[config.mk]
export PLATFORM = sky130hd
export DESIGN_NAME = dbus_arbiter_flat
export DESIGN_NICKNAME = d
export VERILOG_FILES = /design/src/rtl/dbus_arbiter_pkg.sv /design/src/rtl/dbus_arbiter_if.sv /design/src/rtl/dbus_align_chk.sv /design/src/rtl/dbus_arbiter.sv /design/src/flat_wrapper.sv
export SDC_FILE = /design/constraint.sdc
export NUM_CORES = 1
export LEC_CHECK = 0
export ABC_AREA = 1
export BUFFER_PORTS_ARGS = -buffer_cell sky130_fd_sc_hd__buf_2
export CAP_MARGIN = 20
export CORE_MARGIN = 8
export CORE_UTILIZATION = 29
export CTS_CLUSTER_SIZE = 14
export DETAILED_ROUTE_END_ITERATION = 7
export PLACE_DENSITY = 0.51
export SLEW_MARGIN = 20
export SYNTH_ARGS = -nofsm -noshare
export SYNTH_HDL_FRONTEND = slang
export SYNTH_HIERARCHICAL = 1
export SYNTH_SLANG_ARGS = --single-unit
[constraint.sdc]
create_clock -name clk -period 1.67 [get_ports clk]
set_input_delay 0.2505 -clock clk [delete_from_list [all_inputs] [get_ports clk]]
set_output_delay 0.2505 -clock clk [all_outputs]
set_load 0.005 [all_outputs]
[src/rtl/dbus_arbiter_pkg.sv]
// Shared types and size encodings for the ibus/dbus memory-port arbiter.
// Used by dbus_arbiter, its interface and the optional alignment checker.
package dbus_arbiter_pkg;

    typedef enum logic [1:0] {
        ARB_IDLE,
        ARB_REQ,
        ARB_WAIT
    } arb_state_t;

    typedef enum logic [1:0] {
        OWN_NONE,
        OWN_IBUS,
        OWN_DBUS
    } arb_owner_t;

    localparam logic [1:0] SIZE_BYTE = 2'b00;
    localparam logic [1:0] SIZE_HALF = 2'b01;
    localparam logic [1:0] SIZE_WORD = 2'b10;

    // The reserved encoding 2'b11 behaves as a word access everywhere.
    function automatic logic [1:0] norm_size(input logic [1:0] size);
        return (size == 2'b11) ? SIZE_WORD : size;
    endfunction

    function automatic logic is_misaligned(input logic [1:0] size, input logic [1:0] addr_lo);
        logic [1:0] sz;
        sz = norm_size(size);
        case (sz)
            SIZE_HALF: return addr_lo[0];
            SIZE_WORD: return (addr_lo != 2'b00);
            default:   return 1'b0;
        endcase
    endfunction

endpackage

[src/rtl/dbus_arbiter_if.sv]
// Bus bundle around dbus_arbiter: fetch bus, data bus and the shared memory port.
// dbus_adel/dbus_ades exist only when DBUS_ALIGN_CHK_EN is defined.
interface dbus_arbiter_if #(
    parameter int AW = 32,
    parameter int DW = 32
) ();
    logic          ibus_en;
    logic [AW-1:0] ibus_addr;
    logic [DW-1:0] ibus_rdata;
    logic          ibus_done;

    logic          dbus_en;
    logic          dbus_we;
    logic [1:0]    dbus_size;
    logic [AW-1:0] dbus_addr;
    logic [DW-1:0] dbus_wdata;
    logic [DW-1:0] dbus_rdata;
    logic          dbus_done;
`ifdef DBUS_ALIGN_CHK_EN
    logic          dbus_adel;
    logic          dbus_ades;
`endif

    logic          mem_req;
    logic          mem_we;
    logic [1:0]    mem_size;
    logic [AW-1:0] mem_addr;
    logic [DW-1:0] mem_wdata;
    logic          mem_addr_ok;
    logic          mem_data_ok;
    logic [DW-1:0] mem_rdata;

    // Arbiter side.
    modport slave (
`ifdef DBUS_ALIGN_CHK_EN
        output dbus_adel, dbus_ades,
`endif
        input  ibus_en, ibus_addr,
        output ibus_rdata, ibus_done,
        input  dbus_en, dbus_we, dbus_size, dbus_addr, dbus_wdata,
        output dbus_rdata, dbus_done,
        output mem_req, mem_we, mem_size, mem_addr, mem_wdata,
        input  mem_addr_ok, mem_data_ok, mem_rdata
    );

    // Requesters plus memory side.
    modport master (
`ifdef DBUS_ALIGN_CHK_EN
        input  dbus_adel, dbus_ades,
`endif
        output ibus_en, ibus_addr,
        input  ibus_rdata, ibus_done,
        output dbus_en, dbus_we, dbus_size, dbus_addr, dbus_wdata,
        input  dbus_rdata, dbus_done,
        input  mem_req, mem_we, mem_size, mem_addr, mem_wdata,
        output mem_addr_ok, mem_data_ok, mem_rdata
    );
endinterface

[src/rtl/dbus_align_chk.sv]
// Flags a dbus access whose address is not aligned to its size.
// Purely combinational, zero latency, no backpressure.
module dbus_align_chk
    import dbus_arbiter_pkg::*;
(
    input  logic [1:0] size,
    input  logic [1:0] addr_lo,
    output logic       misaligned
);
    assign misaligned = is_misaligned(size, addr_lo);
endmodule

[src/rtl/dbus_arbiter.sv]
// Shares one single-outstanding memory port between ibus and dbus (dbus has priority).
// Latency: done 1 cycle after mem_data_ok, minimum 2 cycles after en; requesters stall by holding en.
// DBUS_ALIGN_CHK_EN: misaligned dbus requests are not issued and complete with dbus_adel/dbus_ades.
module dbus_arbiter
    import dbus_arbiter_pkg::*;
#(
    parameter int AW = 32,
    parameter int DW = 32
) (
    input  logic          clk,
    input  logic          rst_n,
    dbus_arbiter_if.slave bus
);

    arb_state_t    state_q, state_d;
    arb_owner_t    owner_q, owner_d;

    logic          req_we_q;
    logic [1:0]    req_size_q;
    logic [AW-1:0] req_addr_q;
    logic [DW-1:0] req_wdata_q;

    logic          ibus_done_q, dbus_done_q;
    logic [DW-1:0] ibus_rdata_q, dbus_rdata_q;

    logic          grant_d, grant_i, complete, dbus_exc, misaligned;

`ifdef DBUS_ALIGN_CHK_EN
    dbus_align_chk u_align_chk (
        .size       (bus.dbus_size),
        .addr_lo    (bus.dbus_addr[1:0]),
        .misaligned (misaligned)
    );
`else
    assign misaligned = 1'b0;
`endif

    always_ff @(posedge clk or negedge rst_n) begin
        if (!rst_n) begin
            state_q <= ARB_IDLE;
            owner_q <= OWN_NONE;
        end else begin
            state_q <= state_d;
            owner_q <= owner_d;
        end
    end

    always_comb begin
        state_d  = state_q;
        owner_d  = owner_q;
        grant_d  = 1'b0;
        grant_i  = 1'b0;
        complete = 1'b0;
        dbus_exc = 1'b0;
        case (state_q)
            ARB_IDLE: begin
                if (bus.dbus_en) begin
                    // A rejected dbus access still takes its turn so ibus cannot slip in.
                    if (misaligned) begin
                        dbus_exc = 1'b1;
                    end else begin
                        grant_d = 1'b1;
                        owner_d = OWN_DBUS;
                        state_d = ARB_REQ;
                    end
                end else if (bus.ibus_en) begin
                    grant_i = 1'b1;
                    owner_d = OWN_IBUS;
                    state_d = ARB_REQ;
                end
            end
            ARB_REQ: begin
                if (bus.mem_addr_ok) begin
                    if (bus.mem_data_ok) begin
                        complete = 1'b1;
                        owner_d  = OWN_NONE;
                        state_d  = ARB_IDLE;
                    end else begin
                        state_d = ARB_WAIT;
                    end
                end
            end
            ARB_WAIT: begin
                if (bus.mem_data_ok) begin
                    complete = 1'b1;
                    owner_d  = OWN_NONE;
                    state_d  = ARB_IDLE;
                end
            end
            default: begin
                owner_d = OWN_NONE;
                state_d = ARB_IDLE;
            end
        endcase
    end

    always_ff @(posedge clk or negedge rst_n) begin
        if (!rst_n) begin
            req_we_q     <= 1'b0;
            req_size_q   <= SIZE_BYTE;
            req_addr_q   <= '0;
            req_wdata_q  <= '0;
            ibus_done_q  <= 1'b0;
            dbus_done_q  <= 1'b0;
            ibus_rdata_q <= '0;
            dbus_rdata_q <= '0;
        end else begin
            if (grant_d) begin
                req_we_q    <= bus.dbus_we;
                req_size_q  <= norm_size(bus.dbus_size);
                req_addr_q  <= bus.dbus_addr;
                req_wdata_q <= bus.dbus_wdata;
            end else if (grant_i) begin
                req_we_q    <= 1'b0;
                req_size_q  <= SIZE_WORD;
                req_addr_q  <= bus.ibus_addr;
                req_wdata_q <= '0;
            end
            ibus_done_q <= complete && (owner_q == OWN_IBUS);
            dbus_done_q <= (complete && (owner_q == OWN_DBUS)) || dbus_exc;
            if (complete && (owner_q == OWN_IBUS)) ibus_rdata_q <= bus.mem_rdata;
            if (complete && (owner_q == OWN_DBUS)) dbus_rdata_q <= bus.mem_rdata;
        end
    end

`ifdef DBUS_ALIGN_CHK_EN
    logic adel_q, ades_q;

    always_ff @(posedge clk or negedge rst_n) begin
        if (!rst_n) begin
            adel_q <= 1'b0;
            ades_q <= 1'b0;
        end else begin
            adel_q <= dbus_exc && !bus.dbus_we;
            ades_q <= dbus_exc && bus.dbus_we;
        end
    end

    assign bus.dbus_adel = adel_q;
    assign bus.dbus_ades = ades_q;
`endif

    assign bus.mem_req    = (state_q == ARB_REQ);
    assign bus.mem_we     = req_we_q;
    assign bus.mem_size   = req_size_q;
    assign bus.mem_addr   = req_addr_q;
    assign bus.mem_wdata  = req_wdata_q;
    assign bus.ibus_done  = ibus_done_q;
    assign bus.ibus_rdata = ibus_rdata_q;
    assign bus.dbus_done  = dbus_done_q;
    assign bus.dbus_rdata = dbus_rdata_q;

endmodule
[src/flat_wrapper.sv]
// flat-port wrapper written by rule: the top's interface ports become plain ports
module dbus_arbiter_flat import dbus_arbiter_pkg::*;
#(
    parameter int AW = 32,
    parameter int DW = 32
)
  (clk, rst_n, bus_ibus_en, bus_ibus_addr, bus_ibus_rdata, bus_ibus_done, bus_dbus_en, bus_dbus_we, bus_dbus_size, bus_dbus_addr, bus_dbus_wdata, bus_dbus_rdata, bus_dbus_done, bus_mem_req, bus_mem_we, bus_mem_size, bus_mem_addr, bus_mem_wdata, bus_mem_addr_ok, bus_mem_data_ok, bus_mem_rdata);
  dbus_arbiter_if #(.AW(AW), .DW(DW)) bus_i ();
  input  logic clk;
  input  logic rst_n;
  input wire logic [$bits(bus_i.ibus_en)-1:0] bus_ibus_en;
  input wire logic [$bits(bus_i.ibus_addr)-1:0] bus_ibus_addr;
  output wire logic [$bits(bus_i.ibus_rdata)-1:0] bus_ibus_rdata;
  output wire logic [$bits(bus_i.ibus_done)-1:0] bus_ibus_done;
  input wire logic [$bits(bus_i.dbus_en)-1:0] bus_dbus_en;
  input wire logic [$bits(bus_i.dbus_we)-1:0] bus_dbus_we;
  input wire logic [$bits(bus_i.dbus_size)-1:0] bus_dbus_size;
  input wire logic [$bits(bus_i.dbus_addr)-1:0] bus_dbus_addr;
  input wire logic [$bits(bus_i.dbus_wdata)-1:0] bus_dbus_wdata;
  output wire logic [$bits(bus_i.dbus_rdata)-1:0] bus_dbus_rdata;
  output wire logic [$bits(bus_i.dbus_done)-1:0] bus_dbus_done;
  output wire logic [$bits(bus_i.mem_req)-1:0] bus_mem_req;
  output wire logic [$bits(bus_i.mem_we)-1:0] bus_mem_we;
  output wire logic [$bits(bus_i.mem_size)-1:0] bus_mem_size;
  output wire logic [$bits(bus_i.mem_addr)-1:0] bus_mem_addr;
  output wire logic [$bits(bus_i.mem_wdata)-1:0] bus_mem_wdata;
  input wire logic [$bits(bus_i.mem_addr_ok)-1:0] bus_mem_addr_ok;
  input wire logic [$bits(bus_i.mem_data_ok)-1:0] bus_mem_data_ok;
  input wire logic [$bits(bus_i.mem_rdata)-1:0] bus_mem_rdata;
  assign bus_i.ibus_en = bus_ibus_en;
  assign bus_i.ibus_addr = bus_ibus_addr;
  assign bus_ibus_rdata = bus_i.ibus_rdata;
  assign bus_ibus_done = bus_i.ibus_done;
  assign bus_i.dbus_en = bus_dbus_en;
  assign bus_i.dbus_we = bus_dbus_we;
  assign bus_i.dbus_size = bus_dbus_size;
  assign bus_i.dbus_addr = bus_dbus_addr;
  assign bus_i.dbus_wdata = bus_dbus_wdata;
  assign bus_dbus_rdata = bus_i.dbus_rdata;
  assign bus_dbus_done = bus_i.dbus_done;
  assign bus_mem_req = bus_i.mem_req;
  assign bus_mem_we = bus_i.mem_we;
  assign bus_mem_size = bus_i.mem_size;
  assign bus_mem_addr = bus_i.mem_addr;
  assign bus_mem_wdata = bus_i.mem_wdata;
  assign bus_i.mem_addr_ok = bus_mem_addr_ok;
  assign bus_i.mem_data_ok = bus_mem_data_ok;
  assign bus_i.mem_rdata = bus_mem_rdata;
  dbus_arbiter #(.AW(AW), .DW(DW)) u_core (.clk(clk), .rst_n(rst_n), .bus(bus_i));
endmodule
; After elaboration in Yosys (flattened, before gate mapping)
; Index checks and enable logic that the tools add are counted.
[word_totals]
regBits = 137
latch_bits = 0
ramBits = 0
romBits = 0
inputBits = 137
memories = 0
[classes]
n_addsub = 0
multipliers = 0
div_mod_pow = 0
n_lt_le_gt_ge = 0
n_eq_ne = 8
shift = 0
mux = 27
bitwise = 0
reduce_logical = 6
[op_table]
columns = op, n
row1 = two-way mux 32 bit, 4
row2 = two-way mux 2 bit, 11
row3 = case mux 2 bit (3 select lines), 2
row4 = two-way mux 1 bit, 9
row5 = == test 2 bit (second input constant), 3
row6 = == test 2 x 1 -> 1 bit (second input constant), 2
row7 = inequality test 3 bit (second input constant), 1
row8 = AND reduction 3 bit, 1
row9 = logical AND 1 bit, 2
row10 = zero test 2 bit, 1
row11 = inequality test 2 x 1 -> 1 bit (second input constant), 1
row12 = inequality test 2 bit (second input constant), 1
row13 = case mux 1 bit (2 select lines), 1
row14 = AND reduction 2 bit, 1
row15 = nonzero test 2 bit, 1

; Logic depth before layout (Yosys ltp)
[depth]
depth_word = 5
mapped_depth = 9

; Worst setup path before layout
; No wires, ideal clock.
[synth_path]
path_kind = register to register
from = reg u_core.state_q[0]
to = reg u_core.req_addr_q[29] (netlist: u_core/bus.mem_addr[29])
setup_time_ps = 125
t_arrival_ps = 1306
t_required_ps = 1545
setup_slack_ps = 239
stages_incl_launch_ff = 10
n_path_buf = 2
period_less_slack_ps = 1431
cell_sequence = dfrtp_1 inv_1 ha_1 nand2_2 nand2_2 inv_2 buf_6 buf_6 nand2_1 nand3_1
[synth_via]
elab_chain_cells = 3
[synth_rtl]
columns = item, line_no
row1 = start: declaration, dbus_arbiter.sv:15  ; arb_state_t state_q, state_d;
row2 = start signal: assignment, dbus_arbiter.sv:43  ; state_q <= state_d;
row3 = zero test 2 bit *, dbus_arbiter.sv:55  ; case (state_q)
row4 = two-way mux 1 bit, dbus_arbiter.sv:55
row5 = two-way mux 32 bit / nonzero test 2 bit (equally long branches), --
row6 = end signal: assignment, dbus_arbiter.sv:111  ; req_addr_q <= bus.dbus_addr;
row7 = end signal: assignment, dbus_arbiter.sv:116  ; req_addr_q <= bus.ibus_addr;
row8 = end: declaration, dbus_arbiter.sv:20  ; logic [AW-1:0] req_addr_q;
; Mark *: on every way between the ends. The rest lies on a longest branch, timed or not.
; A chain may end at the register's enable or synchronous reset.

; Worst setup path in the final report
[layout_path]
from = reg u_core.state_q[1]
to = out bus_mem_req
[layout_via]
elab_chain_cells = 1
[layout_rtl]
columns = item, line_no
row1 = == test 2 x 1 -> 1 bit, dbus_arbiter.sv:143  ; assign bus.mem_req = (state_q == ARB_REQ);
row2 = end: declaration, flat_wrapper.sv:22  ; output wire logic [$bits(bus_i.mem_req)-1:0] bus_mem_req;
; Every way passes these cells.

==> results.md <==
- # IOs: between 200 and 300
- CP peak stage delay: around 0.40 ns
- Buffers on Ports: 270
- Status: finished, final reports clean
- Period utilisation layout: roughly 93%
- Layout area overhead: 39.45%
- CP max FO: 3
- Placed cell area: between 7000 and 8000 um2
- Post-Route WL: 20190 um
- Die Y: around 160 um
- Post-DRT Antenna Nets: 0
- Critical path buffer and inverter count: 3
- Row count: 52
- Most frequent CP cell: buf_4
- GRT Util Overall: roughly 16%
- Final setup margin: roughly 0.11 ns
- Number of max-cap violations: 0
- Nets: 1120
- Final worst path period need: roughly 1.6 ns
- Post-route cell area: between 8000 and 9000 um2
- Worst vdd ir: 0.6608 mV
- Area leader, netlist: dfrtp_1
- Util after Layout: 41.18%
- Total negative slack: 0 ns
- Slew at the pin closest to its max-slew limit: between 0.4 and 0.5 ns
- Critical setup path kind: flip-flop to primary output
- Pre-antenna DRT Iters: 4
- First-pass GRT wire length: around 33000 um
- Leak Pwr: 4.889 nW
- Slowest-stage cell, CP: dfrtp_1
- Mean Syn Cell Area: roughly 8.3 um2
- Initial antenna violation count: 3
- Worst EP required: ~1.4 ns
- Clk buf depth: 2
- Number of CTS-inserted buffers: 17
- Relative slew slack: between 70 and 80%
- Post-CTS Repair Setup Buffers: 0
- Crit path max-delay family: flip-flops
- Vias: around 5600
- Top cells by area, synth: dfrtp_1, nand2_1, nand4_1, inv_1, buf_2
- Die Wd: 159.5 um
- Vias per cell: between 4 and 5
- Clock sinks: about 140
- Worst Hold Class: primary input to flip-flop
- Core region area: a little over 20000 um2
- DIE AREA: roughly 25000 um2
- Setup Viol. Count Final: 0
- Final setup skew: around 0.0076 ns
- CP Capture Type: primary output
- Syn Nets: around 860
- Post-synth top area share: between 50% and 60%
- Post-synthesis cell type count: 19
- CTS H-tree lvls: 4
- Slew Limit Fails: 0
- Initial Utilization: 29.53%
- Drt wl/cell: 15.98 um
- Yosys Warn Count: 6
- Critical path cell sequence: inv_2, ha_2, buf_4, buf_4
- CTS tree: done
- Seq cells post-synth: between 100 and 150
- Clock Latency Late Sink: 0.41 ns
- Final hold vios: 0
- Achievable Freq: 640.5 MHz
- Setup slack after placement: 0.08918 ns
- GPL Wtd Cong: ~0.75
- Layout cells sized above 1: around 33%
- Hpwl dp: about 14000 um
- Total congestion overflow: 0
- Starting DRC count in detailed routing: 184
- Vias in the first global route: 5866
- Clk slew on worst S/H paths: roughly 0.070 ns
- DRC viols: 0
- Seq/Total Area, Yosys: 57.37%
- Pwr/cell area: approximately 1800 nW/um2
- CTS root buf: clkbuf_16
- Cells after synthesis: between 700 and 800
- Critical path arrival: ~1.3 ns
- Synth Cell Area: about 6000 um2
- CP startpoint kind: flip-flop
- Fin Hold WS: between 0.03 and 0.04 ns
- Largest net degree at the start of global routing: 72
[per-stage QoR]
stage,instances,total power [W]
after detailed placement,1228,0.01166
final,1263,0.01539
after CTS,1261,0.01556
after global routing,1262,0.01668
after global placement,1228,0.01163
after floorplan,718,0.008708
[metal layers]
layer	vias to the layer above	part of all wire, %	global-route usage [%]
li1	2793	-	-
met1	2564	45	19.98
met4	6	0.83	3.602
met3	16	9.7	7.446
met5	-	0.16	0
met2	210	44	24.08
[final timing paths]
path | start | endpoint | slack [ns] | cells after the start
setup reg to reg | u_core/state_q[0]$_DFFE_PN0P_ | u_core/bus.dbus_rdata[29]$_DFFE_PN0P_ | 0.14 | 8
hold / removal | bus_dbus_wdata[28] | u_core/bus.mem_wdata[28]$_DFFE_PN0P_ | 0.04 | 3
min in group asynchronous | rst_n | u_core/bus.ibus_rdata[21]$_DFFE_PN0P_ | 0.20 | 2
hold reg to reg | u_core/bus.mem_wdata[0]$_DFFE_PN0P_ | u_core/bus.mem_wdata[0]$_DFFE_PN0P_ | 0.46 | 2
max in group asynchronous | rst_n | u_core/owner_q[0]$_DFFE_PN0P_ | 0.88 | 3
setup / recovery | u_core/state_q[1]$_DFFE_PN0P_ | bus_mem_req | 0.11 | 4
[cells in the mapped netlist]
library cell / n
a21oi_1: 1
buf_1: 1
buf_2: 32
buf_4: 1
buf_6: 5
clkbuf_1: 7
dfrtp_1: 137
ha_1: 4
inv_1: 45
inv_2: 1
nand2_1: 339
nand2_2: 2
nand3_1: 7
nand3_2: 2
nand4_1: 68
nor2_1: 34
nor2_4: 2
o21ai_0: 26
o21ai_1: 4
[where the power goes]
group | switching [W] | internal [W]
clock network | 0.00151 | 0.00229
registers | 0.000792 | 0.00474
logic | 0.00362 | 0.00244
[area by class of cell]
class | instances | area (um2)
Clock inverter | 13 | 142.6
Fill cell | 2143 | 11900
Multi-Input combinational cell | 489 | 2128
Timing Repair Buffer | 288 | 1665
Antenna cell | 1 | 2.502
Inverter | 46 | 175.2
Tap cell | 270 | 337.8
Sequential cell | 137 | 3428
Clock buffer | 19 | 452.9
[cell usage in the layout, fill, tap and decap left out, drive strengths merged]
cell type and n:
diode 1, buf 286, clkbuf 20, nor2 36, o21ai 30, bufinv 2
clkinv 3, dlygate4sd3 1, nand4 68, nand3 9, inv 49, dfrtp 137
nand2 341, ha 4, clkinvlp 5, a21oi 1
[tightest hold or removal path, cell delays in order]
cell and delay (ns):
buf_2 0.08, nand2_1 0.04, nand2_1 0.05
[timing repair]
action | in CTS | in global routing
endpoints found under the setup margin | 0 | 10
hold buffers | 1 | 0
gates resized for setup | 0 | 5
endpoints found under the hold margin | 137 | 0
[state kept, by name, indices dropped and copies added, names as in the netlist]
register	count
u_core/bus.ibus_done	1
u_core/bus.mem_addr	32
u_core/bus.dbus_rdata	32
u_core/owner_q	2
u_core/state_q	2
u_core/bus.mem_wdata	32
u_core/bus.ibus_rdata	32
u_core/bus.dbus_done	1
u_core/bus.mem_we	1
u_core/bus.mem_size	2
[kinds of logic (layout without fill, tap and decap cells)]
group | after synthesis | count (layout) | share of synthesized area [%]
compound gates | 31 | 31 | 2.596
fa+ha+maj | 4 | 4 | 0.8376
simple gates | 454 | 454 | 32.06
buf+inv | 92 | 366 | 7.140
other cells | 0 | 1 | 0
flops | 137 | 137 | 57.37
Note: power is estimated with default switching activity, not from simulation.
